### src/rtl/mux_pkg.sv
// Shared types and default sizing for the N-to-1 registered mux and the
// pipeline stages that feed it.
package mux_pkg;

  typedef enum logic {
    MODE_SEL = 1'b0,
    MODE_RR  = 1'b1
  } mux_mode_t;

  localparam int MUX_WIDTH = 32;
  localparam int MUX_N     = 4;

  // Next round-robin start position after channel idx was served.
  function automatic int rr_next(input int idx, input int n);
    return (idx == n - 1) ? 0 : idx + 1;
  endfunction

endpackage

### src/rtl/rr_arbiter.sv
// Combinational round-robin arbiter: grants the first requester found when
// searching cyclically upward from i_ptr. The pointer itself lives outside.
module rr_arbiter #(
  parameter int N     = 4,
  parameter int SEL_W = $clog2(N)
) (
  input  logic [N-1:0]     i_req,
  input  logic [SEL_W-1:0] i_ptr,
  input  logic             i_enable,
  output logic [N-1:0]     o_grant,
  output logic [SEL_W-1:0] o_grant_idx
);

  logic             w_found;
  logic [SEL_W-1:0] w_idx;

  always_comb begin
    o_grant     = '0;
    o_grant_idx = '0;
    w_found     = 1'b0;
    w_idx       = '0;
    for (int k = 0; k < N; k++) begin
      w_idx = SEL_W'((int'(i_ptr) + k) % N);
      if (i_enable && !w_found && i_req[w_idx]) begin
        w_found          = 1'b1;
        o_grant[w_idx]   = 1'b1;
        o_grant_idx      = w_idx;
      end
    end
  end

endmodule

### src/rtl/mux_nto1_reg.sv
// N-to-1 mux with a single registered output slot and valid/ready handshake;
// channel chosen by explicit select or by round-robin over valid requesters.
module mux_nto1_reg
  import mux_pkg::*;
#(
  parameter int WIDTH = MUX_WIDTH,
  parameter int N     = MUX_N,
  parameter int SEL_W = $clog2(N)
) (
  input  logic                      clk,
  input  logic                      rst,
  input  logic [N-1:0][WIDTH-1:0]   in_data,
  input  logic [N-1:0]              in_valid,
  output logic [N-1:0]              in_ready,
  input  logic                      mode,
  input  logic [SEL_W-1:0]          sel,
  input  logic                      flush,
  output logic [WIDTH-1:0]          out_data,
  output logic [SEL_W-1:0]          out_src,
  output logic                      out_valid,
  input  logic                      out_ready
);

  logic [WIDTH-1:0] r_data;
  logic [SEL_W-1:0] r_src;
  logic             r_valid;
  logic [SEL_W-1:0] r_ptr;

  mux_mode_t        w_mode;
  logic             w_can_load;
  logic             w_sel_ok;
  logic [N-1:0]     w_rr_grant;
  logic [SEL_W-1:0] w_rr_idx;
  logic [SEL_W-1:0] w_chosen_idx;
  logic [N-1:0]     w_take;
  logic             w_xfer;
  logic [WIDTH-1:0] w_load_data;

  assign w_mode     = mux_mode_t'(mode);
  assign w_can_load = !flush && (!r_valid || out_ready);
  assign w_sel_ok   = (int'(sel) < N);

  rr_arbiter #(
    .N     (N),
    .SEL_W (SEL_W)
  ) u_arb (
    .i_req       (in_valid),
    .i_ptr       (r_ptr),
    .i_enable    (w_mode == MODE_RR),
    .o_grant     (w_rr_grant),
    .o_grant_idx (w_rr_idx)
  );

  assign w_chosen_idx = (w_mode == MODE_RR) ? w_rr_idx : sel;

  // Ready is derived only from control inputs, never from in_data.
  genvar gi;
  generate
    for (gi = 0; gi < N; gi++) begin : g_ready
      always_comb begin
        if (w_mode == MODE_RR) begin
          in_ready[gi] = w_can_load && w_rr_grant[gi];
        end else begin
          in_ready[gi] = w_can_load && w_sel_ok && (sel == SEL_W'(gi));
        end
      end
    end
  endgenerate

  assign w_take = in_valid & in_ready;
  assign w_xfer = |w_take;

  // At most one w_take bit is set, so an AND-OR mux suffices.
  always_comb begin
    w_load_data = '0;
    for (int i = 0; i < N; i++) begin
      if (w_take[i]) begin
        w_load_data = w_load_data | in_data[i];
      end
    end
  end

  always_ff @(posedge clk or posedge rst) begin
    if (rst) begin
      r_data  <= '0;
      r_src   <= '0;
      r_valid <= 1'b0;
      r_ptr   <= '0;
    end else begin
      if (flush) begin
        r_valid <= 1'b0;
      end else if (w_xfer) begin
        r_data  <= w_load_data;
        r_src   <= w_chosen_idx;
        r_valid <= 1'b1;
      end else if (r_valid && out_ready) begin
        r_valid <= 1'b0;
      end
      if (w_xfer && (w_mode == MODE_RR)) begin
        r_ptr <= SEL_W'(rr_next(int'(w_rr_idx), N));
      end
    end
  end

  assign out_data  = r_data;
  assign out_src   = r_src;
  assign out_valid = r_valid;

endmodule

### config.mk
export PLATFORM = sky130hd
export DESIGN_NAME = mux_nto1_reg
export DESIGN_NICKNAME = d
export VERILOG_FILES = /design/src/rtl/mux_pkg.sv /design/src/rtl/rr_arbiter.sv /design/src/rtl/mux_nto1_reg.sv
export SDC_FILE = /design/constraint.sdc
export NUM_CORES = 1
export LEC_CHECK = 0
export ABC_AREA = 1
export BUFFER_PORTS_ARGS = -buffer_cell sky130_fd_sc_hd__buf_4
export CAP_MARGIN = 20
export CORE_MARGIN = 4
export CORE_UTILIZATION = 46
export CTS_CLUSTER_SIZE = 40
export DETAILED_ROUTE_END_ITERATION = 6
export PLACE_DENSITY = 0.82
export SYNTH_ARGS = -nofsm -noshare
export SYNTH_HDL_FRONTEND = slang
export SYNTH_SLANG_ARGS = --single-unit
### constraint.sdc
create_clock -name clk -period 2.6 [get_ports clk]
set_input_delay 0.26 -clock clk [delete_from_list [all_inputs] [get_ports clk]]
set_output_delay 0.26 -clock clk [all_outputs]
set_load 0.01 [all_outputs]
==> results.py <==
metrics = {
    "clocking": {
        "clk_pin_slew_ps": 80,
        "root_buffer": "clkbuf_8",
        "clock-sinks": 37,
        "cts_tree": "yes",
        "htreeDepth": 2,
        "cts_buffer_depth": 2,
        "cts_made_buffers": 5,
        "clk_latency_ps": 290,
    },
    "synth": {
        "synth.top_cell.area_share_pct": 27.9,
        "mappedNetlistArea_sq_um": 3320,
        "netlist-cell-type-count": 32,
        "syn_avg_cell_area_sq_um": 7.44,
        "synthTopCellsByArea": "dfrtp_1 28%, nand3_1 12%, nand2_1 12%",
        "synth_edf_count": 0,
        "synth_top_area_cell": "dfrtp_1",
        "postSynthCellCount": 446,
        "async_flop_share_pct": 100,
        "ys_seq_area_share_pct": 27.9,
        "synth_fp_nets": 593,
        "synth_ff_type": "dfrtp_1",
        "yosys_warnings": 0,
        "ys_ff_latch": 37,
    },
    "finish": {
        "insertedDiodeCount": 0,
        "final_util_pct": 70.6,
        "layout-drive-gt1-share_pct": 48.1,
        "fin_cells": 722,
        "nNetsFinal": 772,
        "syn_to_final_growth_pct": 46.9,
        "design_area_sq_um": 4880,
        "fillers": 592,
    },
    "worst_setup_path": {
        "r2r_slack_ps": 130,
        "critical_path_class": "flop to flop",
        "cp.arrival_ps": 2690,
        "end_kind": "flop",
        "r2r-end": "out_data[8]",
        "rr_worst_depth": 16,
        "start_kind": "flop",
        "required_ps": 2820,
        "critPathMaxFanout": 23,
    },
    "placement": {
        "hpwl_mm": 8.74,
        "placed_cell_area_sq_um": 4670,
        "gp_congestion": 0.919,
        "dp.cells": 703,
        "pre_cts_ws_ps": 42.1,
        "io_buffers": 177,
    },
    "pwr": {
        "p_total_mw": 3.97,
        "max-vdd-ir-drop_mv": 0.424,
        "power.density_nw_per_um2": 814,
        "leakagePower_nw": 2.43,
    },
    "flow_run": {
        "maxCapViolations": 0,
    },
    "sta": {
        "max_slew_margin_pct": 61.3,
        "worstMarginPinSlew_ps": 580,
        "fin_ws_ps": 132,
        "drv_slew": 0,
        "finalHoldViolCount": 0,
        "min_period_ps": 2470,
        "finalClockSkew_ps": 9.34,
        "setup_viol": 0,
        "max_freq_mhz": 405,
        "min_period_over_period_pct": 94.9,
    },
    "global_routing": {
        "grt_pass1_vias": 3716,
        "overflow": 0,
        "antenna_found_initial": 0,
        "grt_usage_pct": 25.5,
        "grt_max_degree": 38,
        "grt_pass1_wl_mm": 17.7,
    },
    "min_path": {
        "hp-start": "flush",
        "hold_path.class": "primary input to flop",
        "holdPathEnd": "out_valid",
        "hold_depth": 2,
    },
    "route": {
        "ant_nets": 0,
        "vias_per_cell": 5.28,
        "dr.first_iter.drc_count": 140,
        "vias": 3813,
        "drc": 0,
        "wl_per_cell_microns": 16.2,
        "dr.pass1.iters": 5,
        "routed_wl_mm": 11.7,
    },
    "floorplanning": {
        "die-width_microns": 92.9,
        "io_pins": 178,
        "start_util_pct": 48.1,
        "core_sq_um": 6910,
        "die-area_sq_um": 8640,
        "rows": 30,
        "die_h_microns": 92.9,
    },
    "status": {
        "run_status": "complete, no violations",
    },
}
## final cells by class
cell class,instances,area [sq um],area share [%]
Multi-Input combinational cell,331,1970,40.4
Timing Repair Buffer,199,1560,32.0
Clock inverter,2,13.8,0.282
Tap cell,96,120,2.46
Clock buffer,6,82.6,1.69
Sequential cell,37,926,19.0
Inverter,51,204,4.18
## timing repair
item                                   CTS  global route
endpoints found under the hold margin    3             0
pin swaps                                1             3
buffers inserted                         2             6
cloned                                   0             2
hold buffers                             1             0
setup endpoints to repair                3            39
gates resized for setup                  2             2
## registers in the layout, summed over array words and instances (netlist names), named ones only
signal and flops:
out_data 32, out_src 2, r_ptr 1, out_valid 1
## cell families (layout without fill, tap and decap cells)
family / count (synthesis) / in the layout / share of synthesized area, %
AOI/OAI and AO/OA: 10 / 10 / 1.58
xor gates and xnor gates: 1 / 1 / 0.264
adders and majority gates: 8 / 8 / 3.02
buffers and inverters: 80 / 258 / 13.5
DFF: 37 / 37 / 27.9
and+or+nand+nor: 310 / 312 / 53.8
## routing by layer
metal	up-vias	track usage, %	routed length [microns]
li1	1841	-	-
met1	1772	30.3	4540
met2	182	46.3	6050
met3	18	5.44	932
met4	0	6.35	176
met5	-	0	0
## per-stage QoR
step / hold slack (ps) / TNS, ps
finish: 153 / 0
global route: 150 / -47.5
CTS: 143 / 0
detailed placement: 182 / 0
global placement: 177 / 0
floorplan: 351 / 0
## where the power goes
part	switching (mW)	internal, mW	leakage, nW
Combinational	1.39	1.10	1.92
Sequential	0.207	0.855	0.459
Clock	0.212	0.215	0.0512
## how the worst max path moves through the flow
stage | to | slack [ps]
CTS | in_ready[2] | 10
global route | out_data[8] | -20
global placement | out_src[0] | 160
finish | out_data[8] | 130
floorplan | out_data[16] | 280
detailed placement | out_src[1] | 40
## Yosys cell counts, types with 5 or more instances
cell type  number
inv_1          44
nand4_1        31
ha_1            8
nand2_2        35
dfrtp_1        37
nand4_2         9
nand3_1        82
inv_2           5
buf_2          11
o21ai_0         5
nand3_2        35
nand2_1       103
nor2_1          6
## placed cells by master, fill, tap and decap left out, types with 3 or more instances in the layout
cell type,instances
inv_4,3
clkbuf_8,6
buf_12,5
nor2_4,3
nand4_1,31
nand3_2,35
o21ai_0,5
ha_1,7
buf_4,193
nand2_2,35
nand3_1,82
dfrtp_1,37
inv_2,3
nand4_2,9
nand2_1,103
inv_1,44
nor2_1,6
nand2_4,3
## worst max-delay path, stage by stage (launching register included)
cell     delay [ps]
dfrtp_1         430
inv_6            70
ha_2            290
inv_1           100
nand3_2         120
nand2_2         100
inv_2            50
nor2_2          220
nand3_2          90
nand4_1         110
nand3_2         100
inv_2           210
buf_12          210
nand2_1          60
nand2_1          90
inv_1            50
nand4_1          90
No activity file was read; power rests on OpenSTA's default activity.
